## config.mk

```make
export PLATFORM = sky130hd
export DESIGN_NAME = dmem_arbiter
export DESIGN_NICKNAME = d
export VERILOG_FILES = /design/src/rtl/dmem_arbiter.sv
export SDC_FILE = /design/constraint.sdc
export NUM_CORES = 1
export LEC_CHECK = 0
export CAP_MARGIN = 10
export CORE_AREA = 2 2 117 119
export CTS_CLUSTER_DIAMETER = 60
export DETAILED_ROUTE_END_ITERATION = 10
export DIE_AREA = 0 0 119 121
export DONT_BUFFER_PORTS = 1
export GPL_TIMING_DRIVEN = 0
export PLACE_DENSITY = 0.45
export SYNTH_ARGS = -nofsm -noshare
export SYNTH_HDL_FRONTEND = slang
export SYNTH_SLANG_ARGS = --single-unit
```

## constraint.sdc

```tcl
create_clock -name clk -period 2.6 [get_ports clk]
set_input_delay 0.52 -clock clk [delete_from_list [all_inputs] [get_ports clk]]
set_output_delay 0.52 -clock clk [all_outputs]
set_load 0.01 [all_outputs]
```

## src/rtl/dmem_arbiter.sv

```systemverilog
// ---------------------------------------------------------------------------
// dmem_arbiter
//
// Shares the single-port data memory between the core load/store port
// (requester C) and an auxiliary load/test port (requester A).
//
// Arbitration:
//    - Decided combinationally each cycle from the requests and registered state.
//    - Round-robin per beat.
//    - The current owner may keep the memory for up to MAX_HOLD consecutive
//      beats while the other requester waits.
//
// Writes are gated off for out-of-range addresses. Reads return registered
// data with a one-cycle rvalid strobe in the cycle after the granting edge.
//
// Parameters
//    DMEM_SIZE  memory depth in 32-bit words; byte addresses >= DMEM_SIZE*4
//               are out of range
//    MAX_HOLD   maximum consecutive beats for one owner under contention (1..15)
//
// Ports
//    clk                 single clock, rising edge
//    reset               asynchronous, active-low reset
//    c_req/c_we          core beat request and direction (1 = write)
//    c_addr/c_wdata      core byte address (bits [1:0] ignored) and write data
//    c_gnt               core beat accepted at the next rising edge
//    c_rvalid/c_rdata    core read strobe and registered read data
//    a_*                 same set for the auxiliary requester
//    m_we/m_addr/m_wdata memory write enable, byte address, write data
//    m_rdata             memory combinational read data for m_addr
//    err                 strobe: the previous granted beat was out of range
// ---------------------------------------------------------------------------
module dmem_arbiter #(
   parameter int DMEM_SIZE = 64,
   parameter int MAX_HOLD  = 4
) (
   input  logic        clk,
   input  logic        reset,

   input  logic        c_req,
   input  logic        c_we,
   input  logic [31:0] c_addr,
   input  logic [31:0] c_wdata,
   output logic        c_gnt,
   output logic        c_rvalid,
   output logic [31:0] c_rdata,

   input  logic        a_req,
   input  logic        a_we,
   input  logic [31:0] a_addr,
   input  logic [31:0] a_wdata,
   output logic        a_gnt,
   output logic        a_rvalid,
   output logic [31:0] a_rdata,

   output logic        m_we,
   output logic [31:0] m_addr,
   output logic [31:0] m_wdata,
   input  logic [31:0] m_rdata,

   output logic        err
);

   // State encodes who owned the most recent granted beat; IDLE means the
   // previous cycle carried no beat at all.
   typedef enum logic [1:0] {
      IDLE  = 2'd0,
      OWN_C = 2'd1,
      OWN_A = 2'd2
   } state_t;

   localparam logic OWNER_C = 1'b0;
   localparam logic OWNER_A = 1'b1;

   localparam logic [3:0]  HOLD_LIMIT = 4'(MAX_HOLD);
   localparam logic [3:0]  HOLD_SAT   = 4'd15;
   localparam logic [29:0] WORD_LIMIT = 30'(DMEM_SIZE);

   state_t      state_q, state_d;
   logic        last_q, last_d;
   logic [3:0]  hold_cnt_q, hold_cnt_d;
   logic        c_rvalid_q, c_rvalid_d;
   logic        a_rvalid_q, a_rvalid_d;
   logic [31:0] c_rdata_q, c_rdata_d;
   logic [31:0] a_rdata_q, a_rdata_d;
   logic        err_q, err_d;

   logic        grant_c;
   logic        grant_a;
   logic        granted;
   logic        sel_we;
   logic        in_range;
   logic        owner_keeps;
   logic [31:0] read_value;

   // Grant decision.
   // The reset input gates everything so that no grant or write can leak
   // out while the block is held in reset.
   // Under contention the owner is kept while its hold window is still
   // open; otherwise the requester that did not win last time gets the beat.
   // last_q resets to A, so C wins the first tie after reset.
   always_comb begin
      grant_c     = 1'b0;
      grant_a     = 1'b0;
      owner_keeps = (hold_cnt_q < HOLD_LIMIT);
      if (reset) begin
         if (c_req && !a_req) begin
            grant_c = 1'b1;
         end else if (a_req && !c_req) begin
            grant_a = 1'b1;
         end else if (c_req && a_req) begin
            if (state_q == OWN_C && owner_keeps) begin
               grant_c = 1'b1;
            end else if (state_q == OWN_A && owner_keeps) begin
               grant_a = 1'b1;
            end else if (last_q == OWNER_A) begin
               grant_c = 1'b1;
            end else begin
               grant_a = 1'b1;
            end
         end
      end
   end

   // Memory-side mux.
   // C drives the bus whenever A is not granted, including idle cycles.
   // The range check uses the word index only, since the byte offset bits
   // are ignored.
   always_comb begin
      granted  = grant_c | grant_a;
      m_addr   = grant_a ? a_addr  : c_addr;
      m_wdata  = grant_a ? a_wdata : c_wdata;
      sel_we   = grant_a ? a_we    : c_we;
      in_range = (m_addr[31:2] < WORD_LIMIT);
      m_we     = granted & sel_we & in_range;
   end

   // Out-of-range reads return zero instead of whatever the memory drives.
   always_comb begin
      read_value = in_range ? m_rdata : 32'h0000_0000;
   end

   // Next-state logic: ownership state, round-robin memory, hold counter,
   // read capture and error strobe.
   // The hold counter restarts at 1 whenever ownership changes or a beat
   // follows an idle cycle. It saturates at 15 so that an uncontended owner
   // streaming forever cannot wrap and reopen its window.
   always_comb begin
      state_d    = IDLE;
      last_d     = last_q;
      hold_cnt_d = 4'd0;
      c_rvalid_d = 1'b0;
      a_rvalid_d = 1'b0;
      c_rdata_d  = c_rdata_q;
      a_rdata_d  = a_rdata_q;
      err_d      = 1'b0;

      if (grant_c) begin
         state_d = OWN_C;
         last_d  = OWNER_C;
         if (state_q == OWN_C) begin
            hold_cnt_d = (hold_cnt_q == HOLD_SAT) ? HOLD_SAT : hold_cnt_q + 4'd1;
         end else begin
            hold_cnt_d = 4'd1;
         end
         if (!c_we) begin
            c_rvalid_d = 1'b1;
            c_rdata_d  = read_value;
         end
      end else if (grant_a) begin
         state_d = OWN_A;
         last_d  = OWNER_A;
         if (state_q == OWN_A) begin
            hold_cnt_d = (hold_cnt_q == HOLD_SAT) ? HOLD_SAT : hold_cnt_q + 4'd1;
         end else begin
            hold_cnt_d = 4'd1;
         end
         if (!a_we) begin
            a_rvalid_d = 1'b1;
            a_rdata_d  = read_value;
         end
      end

      if (granted && !in_range) begin
         err_d = 1'b1;
      end
   end

   // State registers.
   // The asynchronous reset drops any pending rvalid immediately, so a read
   // granted just before reset never reports data.
   always_ff @(posedge clk or negedge reset) begin
      if (!reset) begin
         state_q    <= IDLE;
         last_q     <= OWNER_A;
         hold_cnt_q <= 4'd0;
         c_rvalid_q <= 1'b0;
         a_rvalid_q <= 1'b0;
         c_rdata_q  <= 32'h0000_0000;
         a_rdata_q  <= 32'h0000_0000;
         err_q      <= 1'b0;
      end else begin
         state_q    <= state_d;
         last_q     <= last_d;
         hold_cnt_q <= hold_cnt_d;
         c_rvalid_q <= c_rvalid_d;
         a_rvalid_q <= a_rvalid_d;
         c_rdata_q  <= c_rdata_d;
         a_rdata_q  <= a_rdata_d;
         err_q      <= err_d;
      end
   end

   assign c_gnt    = grant_c;
   assign a_gnt    = grant_a;
   assign c_rvalid = c_rvalid_q;
   assign a_rvalid = a_rvalid_q;
   assign c_rdata  = c_rdata_q;
   assign a_rdata  = a_rdata_q;
   assign err      = err_q;

endmodule

```

; After elaboration in Yosys (flattened, before gate mapping)
; Index checks and enable logic that the tools add are counted.
[classes]
n_addsub = 1
order_cmp = 2
eq_ne = 3
mux = 33
bitwise = 6
n_reduce_logical = 12
[op_table]
columns = operator, n
row1 = $mux 32, 3
row2 = $lt 30x7->1 const B, 1
row3 = $mux 1, 23
row4 = $mux 4, 5
row5 = $logic_and 1x1->1, 6
row6 = $add 4x1->4 const B, 1
row7 = $eq 4x4->1 const B, 1
row8 = $lt 4x3->1 const B, 1
row9 = $mux 2, 2
row10 = $logic_not 1->1, 3
row11 = $not 1->1, 3
row12 = $reduce_and 3->1, 1
row13 = $and 1x1->1, 2
row14 = $eq 2x1->1 const B, 1
row15 = $eq 2x2->1 const B, 1
row16 = $reduce_and 2->1, 1
row17 = $reduce_bool 2->1, 1
row18 = $or 1x1->1, 1
[totals]
reg_bits = 74
in_bits = 166
output_inout_bits = 134
elab_cells = 65

; Depth between registers and ports, before layout
; Gate-level depths: netlist of run 1.
[depth]
word_depth = 13
mapped_depth = 10
depth_no_buf = 8

; Worst setup path before layout of run 1
; Ideal clock, no wire load.
[synth_timing]
path_kind = input -> output
from = input port a_addr[25]
to = output port m_we
arrival_ns = 1.692
t_required_ns = 2.080
path_slack_ns = 0.388
path_stages = 6
path_buffers = 1
path_cell_list = nor4_1 -> nand4_1 -> nor2_2 -> clkbuf_1 -> nand3_1 -> o21ai_0
[synth_between]
elab_chain_len = 3
[synth_rtl]
columns = item, line
row1 = start: declaration, 50  ; input logic [31:0] a_addr,
row2 = $mux 32, 131  ; m_addr = grant_a ? a_addr : c_addr;
row3 = $lt 30x7->1, 134  ; in_range = (m_addr[31:2] < WORD_LIMIT);
row4 = $and 1x1->1, 135  ; m_we = granted & sel_we & in_range;
row5 = end: declaration, 56  ; output logic m_we,
; Every way passes these cells.

; Worst setup path after layout of run 1
[layout_timing]
from = register state_q[0]
to = output port m_we
[layout_between]
elab_chain_len = 11
elab_cells_between_ends = 22
cone_classes = 1 x order compare / 2 x eq/ne / 14 x mux / 3 x bitwise / 2 x reduce/logical
[layout_rtl]
columns = item, line
row1 = start: declaration, 79  ; state_t state_q, state_d;
row2 = start signal: assignment, 203  ; state_q <= state_d;
row3 = $eq 2x2->1, 114  ; end else if (state_q == OWN_A && owner_keeps) begin
row4 = $logic_and 1x1->1, 114
row5 = $mux 1, 114
row6 = $mux 1, 112  ; if (state_q == OWN_C && owner_keeps) begin
row7 = $mux 1, 111  ; end else if (c_req && a_req) begin
row8 = $mux 1, 109  ; end else if (a_req && !c_req) begin
row9 = $mux 1, 107  ; if (c_req && !a_req) begin
row10 = $mux 1, 106  ; if (reset) begin
row11 = "$mux 32, or another cell as far along", 131
row12 = $lt 30x7->1 / $and 1x1->1 (equally long branches), "134, 135"
row13 = $and 1x1->1 (*), 135
; Every way passes the cells marked *; elsewhere a longest branch is shown, timed or not.

==> summary.md, run 1 <==
| Metric | Value |
|---|---|
| VDD IR max | `between 0.2 and 0.25 mV` |
| Peak Freq | `between 0.4 and 0.5 GHz` |
| CP max stage delay | `430 ps` |
| PortBufs | `0` |
| Synth Area in Compound Gates | `17.7%` |
| Pleak | `about 2.2 nW` |
| Launching point of the worst reg2reg path | `hold_cnt_q[3]` |
| Via density per instance | `approximately 5` |
| Kind of critical path | `reg2out` |
| Ratio of cells with drive above 1 in the final layout | `21.8%` |
| Clock tree buffer depth | `2` |
| Distinct cells, synth | `40` |
| Drt drc | `0` |
| Most frequent cells in the layout | `272 x nand2_1, 71 x dfrtp_1, 30 x o2bb2ai_2` |
| Fin Setup TNS | `0 ps` |
| Switch share | `27.5%` |
| Setup WS post-layout | `between 100 and 150 ps` |
| Antenna violations before repair | `0` |
| Tmin final | `~2500 ps` |
| Wire per inst | `around 21 um` |
| Number of global-route vias before repair | `about 3600` |
| Die Ht | `121 um` |
| Area share of fa/ha/maj cells after synthesis | `less than 1%` |
| Register share of total power | `around two fifths` |
| Final Cycle Share | `between 90% and 100%` |
| Setup Viol. Count Final | `0` |
| NumNets Final | `698` |
| Post-Syn Instances | `~520` |
| Hpwl dp | `roughly 12 mm` |
| Worst hold slack | `about 31 ps` |
| Core area | `~13000 um^2` |
| Critical path fanouts, max | `4` |
| Status | `finished clean` |
| Synth Cell Area | `~4200 um^2` |
| First-pass GRT wire length | `around 22 mm` |
| Main flop type after synthesis | `dfrtp_1` |
| Initial Util | `32.1%` |
| Tot Pwr | `about 0.0029 W` |
| Syn_nets | `approximately 700` |
| I/O Pins | `300` |
| Required time worst endpoint | `around 2100 ps` |
| Pin count of the biggest net entering global routing | `74` |
| Register area share after synthesis | `44.2%` |
| PwrDens | `between 500 and 600 nW/um^2` |
| Warnings from Yosys | `0` |
| Mux cell area share after synthesis | `0.776%` |
| CTS tree | `built` |
| Global Route Usage Sum | `approximately a fifth` |
| Xor and xnor area share after synthesis | `0%` |
| Synth Area in Simple Gates | `between 30% and 40%` |
| RSZ-0062 raised after global routing | `no` |
| Pre-CTS setup slack | `-378 ps` |
| Drt total wl | `around 15 mm` |
| Die ar. | `around 14000 um^2` |
| Slew @ Worst Pin | `473 ps` |
| Site Rows | `42` |
| Hold Fails Final Rpt | `0` |
| N_diodes | `0` |
| Commonest non-fill, non-tap cell in the layout | `nand2_1` |
| Area grow syn2layout | `16.8%` |
| Util after Layout | `37.4%` |
| First drt pass iteration count | `7` |
| Routed Antenna Nets | `0` |
| Clock transition at path regs | `60 ps` |
| Logic pwr share | `roughly 14%` |
| Worst-path cell with the longest stage delay | `dfrtp_1` |
| Sw power | `0.000789 W` |
| Worst-Skew Late Latency | `approximately 330 ps` |
| Vias post-DR | `about 3700` |
| Starting DRT DRC Count | `between 150 and 200` |
| Final Max Tran Viols | `0` |
| Worst min-delay path class | `in2async` |
| Clk_skew | `around 5.9 ps` |
| CP startpoint | `state_q[0]` |
| Relative slew margins | `between 60% and 70%` |
| Placer Congestion | `~0.93` |
| Crit start category | `register` |
| Inserted Clock Buffers | `9` |
| Worst path arrival time | `between 1500 and 2000 ps` |
| Async set-reset flop share out of synthesis | `100%` |
| Critical path capture point type | `output pin` |
| Pint | `about 0.0021 W` |
| Clock Power Share | `between 40% and 50%` |
| Die W | `119 um` |
| Main combinational cell family by area after synthesis | `simple AND/OR/NAND/NOR gates` |
| Yosys reg bits | `74` |
| Root buffer cell | `clkbuf_16` |
| Synth Area per Inst | `8.13 um^2` |
| Max cap viols | `0` |
| Sink Count | `74` |
| CP Cell Sequence | `o31ai_4, a2bb2oi_2, a21o_4, buf_4, mux2i_4, o21ai_4` |
| H-tree depth | `3` |
| Number of flops mapped to enable cells by yosys | `0` |
| Remaining global-route overflow | `0` |
==> worst paths after layout <==
| kind | end | slack (ps) | depth (start not counted) |
|---|---|---|---|
| worst min-delay path | last_q | 30 | 0 |
| max in group asynchronous | hold_cnt_q[2] | 2200 | 1 |
| worst max-delay path | m_we | 110 | 6 |
| min in group clk | a_rdata[28] | 310 | 2 |
| worst max register to register | c_rdata[20] | 560 | 8 |
| worst min register to register | a_rdata[23] | 550 | 2 |
==> cells by family (layout without fill, tap and decap cells) <==
| group | count (synthesis) | after routing |
|---|---|---|
| DFF | 74 | 74 |
| and+or+nand+nor | 322 | 322 |
| muxes | 2 | 2 |
| adders and majority gates | 1 | 1 |
| buffers and inverters | 39 | 59 |
| AOI/OAI and AO/OA | 78 | 78 |
==> metrics by stage <==
step / cell area, um^2 / instances
after floorplan: 4190 / 516
after global placement: 4410 / 692
after detailed placement: 4410 / 692
after CTS: 4830 / 709
after global routing: 4900 / 712
final: 4900 / 712
==> per-layer routing <==
metal	vias up	global-route usage (%)	wire length, um
li1	1719	-	-
met1	1722	24.8	5930
met2	203	34.5	7200
met3	15	6.95	1550
met4	0	5.80	243
met5	-	0	0
==> power groups by stage <==
stage	Clock, W	Sequential (W)	Combinational (W)
after floorplan	0	0.00119	0.000266
after global placement	0	0.00120	0.000350
after detailed placement	0	0.00120	0.000354
after CTS	0.00132	0.00118	0.000399
after global routing	0.00136	0.00118	0.000440
final	0.00129	0.00118	0.000401
==> area by class of cell <==
cell class              count  area (um^2)
flip-flops and latches     74         1860
plain buffers              34          277
clock buffers              11          253
fillers                  1324         8190
repair buffers              4         50.0
inverters                   5         26.3
multi-input cells         403         2160
clock inverters             5         61.3
well taps                 176          220
==> what timing repair did <==
action | CTS | global route
hold buffers | 1 | 0
gates resized for setup | 28 | 15
pin swaps | 0 | 2
cloned | 0 | 0
setup endpoints to repair | 65 | 61
endpoints found under the hold margin | 73 | 0
buffers inserted | 0 | 3
==> critical path: cells and delay by family (launching register included) <==
| kind | cells | cell delay [ps] |
|---|---|---|
| compound gates | 4 | 860 |
| mux | 1 | 190 |
| buf+inv | 1 | 160 |
| flops | 1 | 430 |
==> Yosys cell counts, types with 2 or more instances <==
| library cell | instances | share of area [%] |
|---|---|---|
| nor2b_1 | 2 | 0.30 |
| buf_2 | 18 | 2.1 |
| buf_6 | 3 | 0.81 |
| nand4_1 | 2 | 0.30 |
| nor4_1 | 12 | 1.8 |
| o2bb2ai_2 | 30 | 11 |
| nand2_1 | 283 | 25 |
| o22ai_1 | 2 | 0.30 |
| clkbuf_1 | 7 | 0.63 |
| dfrtp_1 | 73 | 44 |
| inv_2 | 2 | 0.18 |
| o21ai_0 | 8 | 0.95 |
| o21ai_1 | 26 | 3.1 |
| buf_8 | 4 | 1.4 |
| nand2b_1 | 3 | 0.45 |
| nand2_2 | 10 | 1.5 |
| buf_4 | 2 | 0.36 |
| o2bb2ai_1 | 3 | 0.63 |
| inv_1 | 2 | 0.18 |
| nor2_1 | 3 | 0.27 |
| nand3_1 | 2 | 0.24 |
==> sequential cells by signal, summed over array words and instances (netlist names) <==
signal / cells
err: 1
last_q: 1
a_rvalid: 1
state_q: 2
c_rdata: 32
hold_cnt_q: 4
c_rvalid: 1
a_rdata: 32
Note: power is estimated with default switching activity, not from simulation.
==> run 2: changes to the inputs <==
Settings changed: CTS_BUF_LIST set to sky130_fd_sc_hd__clkbuf_8.
==> summary.md, run 2 (synthesized netlist as in run 1, its figures left out) <==
| Metric | Value |
|---|---|
| Kind of critical path | `reg2out` |
| Hpwl dp | `around 12 mm` |
| FF-to-FF setup slack | `~530 ps` |
| VDD IR max | `roughly 0.27 mV` |
| Placer Congestion | `0.929` |
| Relative slew margins | `66.5%` |
| Required time worst endpoint | `about 2100 ps` |
| First drt pass iteration count | `7` |
| Clock Power Share | `a little over a third` |
| Routed Antenna Nets | `0` |
| Status | `finished clean` |
| FF-to-FF path depth | `8` |
| Sink Count | `74` |
| PwrDens | `about 510 nW/um^2` |
| Final Max Tran Viols | `0` |
| Clock tree buffer depth | `2` |
| Peak Freq | `~0.40 GHz` |
| Final Cycle Share | `97.0%` |
| Post-DP Area | `between 4000 and 5000 um^2` |
| Crit-path leading delay family | `compound AO/OA/AOI/OAI gates` |
| Remaining global-route overflow | `0` |
| Worst-Skew Late Latency | `around 340 ps` |
| CTS tree | `built` |
| Pre-CTS setup slack | `-378 ps` |
| Area grow syn2layout | `22.0%` |
| Commonest non-fill, non-tap cell in the layout | `nand2_1` |
| First-pass GRT wire length | `approximately 22 mm` |
| Pleak | `2.24 nW` |
| Tmin final | `between 2000 and 3000 ps` |
| Vias post-DR | `3736` |
| CP max stage delay | `about 460 ps` |
| Hold Fails Final Rpt | `0` |
| Critical path capture point type | `output pin` |
| RSZ-0062 raised after global routing | `yes` |
| Clock transition at path regs | `around 90 ps` |
| Reg-to-reg critical path endpoint | `c_rdata[16]` |
| Drt total wl | `~15 mm` |
| Setup Viol. Count Final | `0` |
| Setup WS post-layout | `~77 ps` |
| I/O Pins | `300` |
| Clk_skew | `roughly 11 ps` |
| Die ar. | `around 14000 um^2` |
| Critical path buffer and inverter count | `1` |
| Number of global-route vias before repair | `between 3000 and 4000` |
| Pint | `0.00183 W` |
| NumNets Final | `around 710` |
| Ratio of cells with drive above 1 in the final layout | `30.7%` |
| Max cap viols | `0` |
| Crit start category | `register` |
| PortBufs | `0` |
| Inserted Clock Buffers | `9` |
| Critical path fanouts, max | `6` |
| Switch share | `between 20% and 30%` |
| Wire per inst | `~21 um` |
| Finished layout cell area | `~5100 um^2` |
| Worst-path cell with the longest stage delay | `dfrtp_2` |
| Launching point of the worst reg2reg path | `hold_cnt_q[2]` |
| Site Rows | `42` |
| CP Depth | `6` |
| H-tree depth | `3` |
| Antenna violations before repair | `1` |
| Slew @ Worst Pin | `roughly 500 ps` |
| Initial Util | `about a third` |
| Most frequent cells in the layout | `229 x nand2_1, 71 x dfrtp_1, 56 x nand2_2` |
| N_diodes | `0` |
| Sw power | `around 0.00077 W` |
| Register share of total power | `between 40% and 50%` |
| Die Ht | `between 100 and 150 um` |
| Pin count of the biggest net entering global routing | `74` |
| Starting DRT DRC Count | `between 150 and 200` |
| Via density per instance | `just over 5` |
| Drt drc | `0` |
| CP Cell Sequence | `o31ai_4, a2bb2oi_2, a21o_4, buf_12, mux2i_4, o21ai_4` |
| Die W | `~120 um` |
| Core area | `approximately 13000 um^2` |
| Root buffer cell | `clkbuf_8` |
| Logic pwr share | `18.1%` |
| Worst path arrival time | `2000 ps` |
| Worst min-delay path class | `in2async` |
| Layout fillers | `~1300` |
| Global Route Usage Sum | `between 20% and 30%` |
[run 2: changes by cell type in the layout (fill, tap and decap cells not counted), sizes merged]
cell / before / now
buf: 31 / 36
clkbuf: 18 / 20
dlygate4sd3: 0 / 1
[run 2: power groups by stage]
stage                     combinational [W]  sequential, W  clock [W]
final                              0.000471        0.00118   0.000953
after global routing               0.000512        0.00118    0.00103
after CTS                          0.000403        0.00118   0.000981
after detailed placement           0.000354        0.00120          0
after global placement             0.000350        0.00120          0
after floorplan                    0.000266        0.00119          0
[run 2: cell type report]
| type | count | area, um^2 | area share [%] |
|---|---|---|---|
| multi-input combinational | 403 | 2300 | 44.9 |
| sequential | 74 | 1860 | 36.3 |
| buffer | 34 | 313 | 6.11 |
| tap | 176 | 220 | 4.30 |
| timing repair buffer | 12 | 185 | 3.62 |
| clock buffer | 11 | 151 | 2.96 |
| clock inverter | 5 | 61.3 | 1.20 |
| inverter | 5 | 31.3 | 0.611 |
[run 2: timing repair]
action / in CTS / in global routing
setup buffers: 1 / 6
hold endpoints to repair: 73 / 0
pin swaps: 1 / 22
resized for setup: 28 / 85
hold buffers: 2 / 0
setup endpoints to repair: 65 / 62
gates cloned: 0 / 3
[run 2: stage by stage]
stage          hold slack [ps]  power [W]  setup TNS, ps  utilization [%]  std cells
2_1_floorplan              224    0.00146              0                -        516
3_3_place_gp               226    0.00155           -337             33.7        692
3_5_place_dp               226    0.00155           -378             33.7        692
4_1_cts                   48.8    0.00256           -407             36.3        711
5_1_grt                   48.7    0.00272           -253             39.1        720
6_report                  44.2    0.00260              0             39.1        720
[run 2: how the worst max path moves through the flow]
stage                              from          to  slack (ps)
after global placement       a_addr[25]        m_we        -340
after floorplan              a_addr[25]        m_we         390
after detailed placement     a_addr[13]        m_we        -380
after CTS                    state_q[0]  m_addr[26]         -40
after global routing      hold_cnt_q[2]  m_addr[26]         -30
final                     hold_cnt_q[2]        m_we          80
[run 2: layer usage]
| layer | wire [um] | global-route usage [%] | vias up |
|---|---|---|---|
| li1 | - | - | 1725 |
| met1 | 6130 | 25.4 | 1792 |
| met2 | 7650 | 34.6 | 204 |
| met3 | 1440 | 7.00 | 13 |
| met4 | 145 | 4.99 | 2 |
| met5 | 13 | 0 | - |
[run 2: worst register-to-register path, delay by kind of cell (launching register included)]
kind                   cells  cell delay, ps
AO/OA/AOI/OAI              3             490
buffers and inverters      3             500
flip-flops                 1             460
multiplexers               1             260
AND/OR/NAND/NOR            1             250
==> run 3: changes to the inputs <==
Settings changed: CORE_AREA 2 2 117 119 to 2 2 116 118, CTS_BUF_LIST sky130_fd_sc_hd__clkbuf_8 to sky130_fd_sc_hd__clkbuf_4, DIE_AREA 0 0 119 121 to 0 0 118 120.
==> summary.md, run 3 (synthesized netlist as in run 1, its figures left out) <==
| Metric | Value |
|---|---|
| VDD IR max | `slightly below 0.2 mV` |
| Critical path fanouts, max | `10` |
| Clk_skew | `14.2 ps` |
| Routed Antenna Nets | `0` |
| Final Cycle Share | `between 90 and 100%` |
| Hold path start | `m_rdata[28]` |
| First drt pass iteration count | `6` |
| Remaining global-route overflow | `0` |
| Placed cells | `between 600 and 700` |
| Launching point of the worst reg2reg path | `hold_cnt_q[3]` |
| Relative slew margins | `roughly 60%` |
| Die Ht | `approximately 120 um` |
| RSZ-0062 raised after global routing | `yes` |
| Initial Util | `between 30% and 40%` |
| Vias post-DR | `around 3700` |
| Antenna violations before repair | `0` |
| Via density per instance | `about 5.1` |
| Area grow syn2layout | `21.5%` |
| Clock tree buffer depth | `2` |
| Placer Congestion | `approximately 0.91` |
| Worst-Skew Late Latency | `410 ps` |
| Starting DRT DRC Count | `about 240` |
| Crit start category | `primary input` |
| Commonest non-fill, non-tap cell in the layout | `nand2_1` |
| Non-filler instance count after layout | `719` |
| Pin count of the biggest net entering global routing | `75` |
| CP startpoint | `a_addr[22]` |
| Most frequent cells in the layout | `210 x nand2_1, 78 x nand2_2, 71 x dfrtp_1` |
| Hold Fails Final Rpt | `0` |
| Die W | `around 120 um` |
| Clock transition at path regs | `approximately 130 ps` |
| Peak Freq | `approximately 0.39 GHz` |
| Max cap viols | `0` |
| First-pass GRT wire length | `approximately 20 mm` |
| Global Route Usage Sum | `between 10% and 20%` |
| PortBufs | `0` |
| Drt drc | `0` |
| Pleak | `2.21 nW` |
| N_diodes | `0` |
| I/O Pins | `300` |
| Setup Viol. Count Final | `0` |
| Core area | `between 10000 and 15000 um^2` |
| Inserted Clock Buffers | `9` |
| Drt total wl | `14.0 mm` |
| Status | `finished clean` |
| Number of global-route vias before repair | `3536` |
| Worst hold slack | `around 220 ps` |
| Critical path capture point type | `output pin` |
| Die ar. | `14200 um^2` |
| Fin Setup TNS | `0 ps` |
| Hpwl dp | `10.5 mm` |
| Sink Count | `74` |
| Kind of critical path | `in2out` |
| H-tree depth | `3` |
| Required time worst endpoint | `2080 ps` |
| Wire per inst | `19.4 um` |
| Worst path arrival time | `roughly 2000 ps` |
| Site Rows | `42` |
| Worst min-delay path class | `in2reg` |
| Slew @ Worst Pin | `596 ps` |
| Tot Pwr | `0.00246 W` |
| NumNets Final | `706` |
| Root buffer cell | `clkbuf_4` |
| PwrDens | `between 400 and 500 nW/um^2` |
| CTS tree | `built` |
| Tmin final | `between 2000 and 3000 ps` |
| Ratio of cells with drive above 1 in the final layout | `34.1%` |
| Final Max Tran Viols | `0` |
-- run 3: changes by cell type in the layout (fill, tap and decap cells not counted), sizes merged --
cell | previous run | this run
clkinvlp | 3 | 1
clkbuf | 20 | 16
clkinv | 0 | 2
bufinv | 1 | 2
buf | 36 | 38
-- run 3: path summary, 6_finish.rpt --
check	to	slack, ps	depth (start not counted)
min	a_rdata[28]	220	2
max in group asynchronous	last_q	1530	2
max	m_we	20	6
min reg2reg	last_q	560	1
min in group asynchronous	a_rdata[0]	690	2
max reg2reg	c_rdata[12]	580	8
-- run 3: worst max-delay path, cell delays in order --
cell and delay, ps:
nor4_1 450, nand4_1 270, nor2_4 260, clkbuf_2 280, nand3_1 160, o21ai_4 110
-- run 3: metal layers --
layer | GRT usage [%] | part of all wire (%)
met5 | 0 | 0
met1 | 24.2 | 42
met4 | 4.52 | 1.1
met2 | 30.5 | 48
met3 | 5.94 | 8.3
-- run 3: what timing repair did --
action / 4_1_cts / 5_1_grt
pin swaps: 5 / 20
cloned: 0 / 2
resized for setup: 40 / 88
endpoints found under the hold margin: 74 / 0
hold buffers: 2 / 0
setup endpoints to repair: 65 / 65
buffers inserted: 7 / 1
-- run 3: metrics by stage --
| step | setup slack, ps | area [um^2] | util (%) |
|---|---|---|---|
| after floorplan | 388 | 4190 | - |
| after detailed placement | -266 | 4410 | 34.0 |
| final | 21.8 | 5090 | 39.2 |
| after global placement | -204 | 4410 | 34.0 |
| after global routing | -80.2 | 5090 | 39.2 |
| after CTS | 1.31 | 4780 | 36.8 |
-- run 3: power breakdown --
part,switching (W),internal [W],leakage (nW)
Combinational,0.000294,0.000169,1.11
Clock,0.000428,0.000388,0.0824
Sequential,0.0000128,0.00116,1.02
-- run 3: final cells by class --
type,instances,area [um^2]
Multi-Input combinational cell,403,2340
Timing Repair Buffer,12,168
Tap cell,176,220
Clock inverter,6,90.1
Fill cell,1316,7890
Buffer,34,324
Sequential cell,74,1860
Inverter,5,31.3
Clock buffer,9,67.6
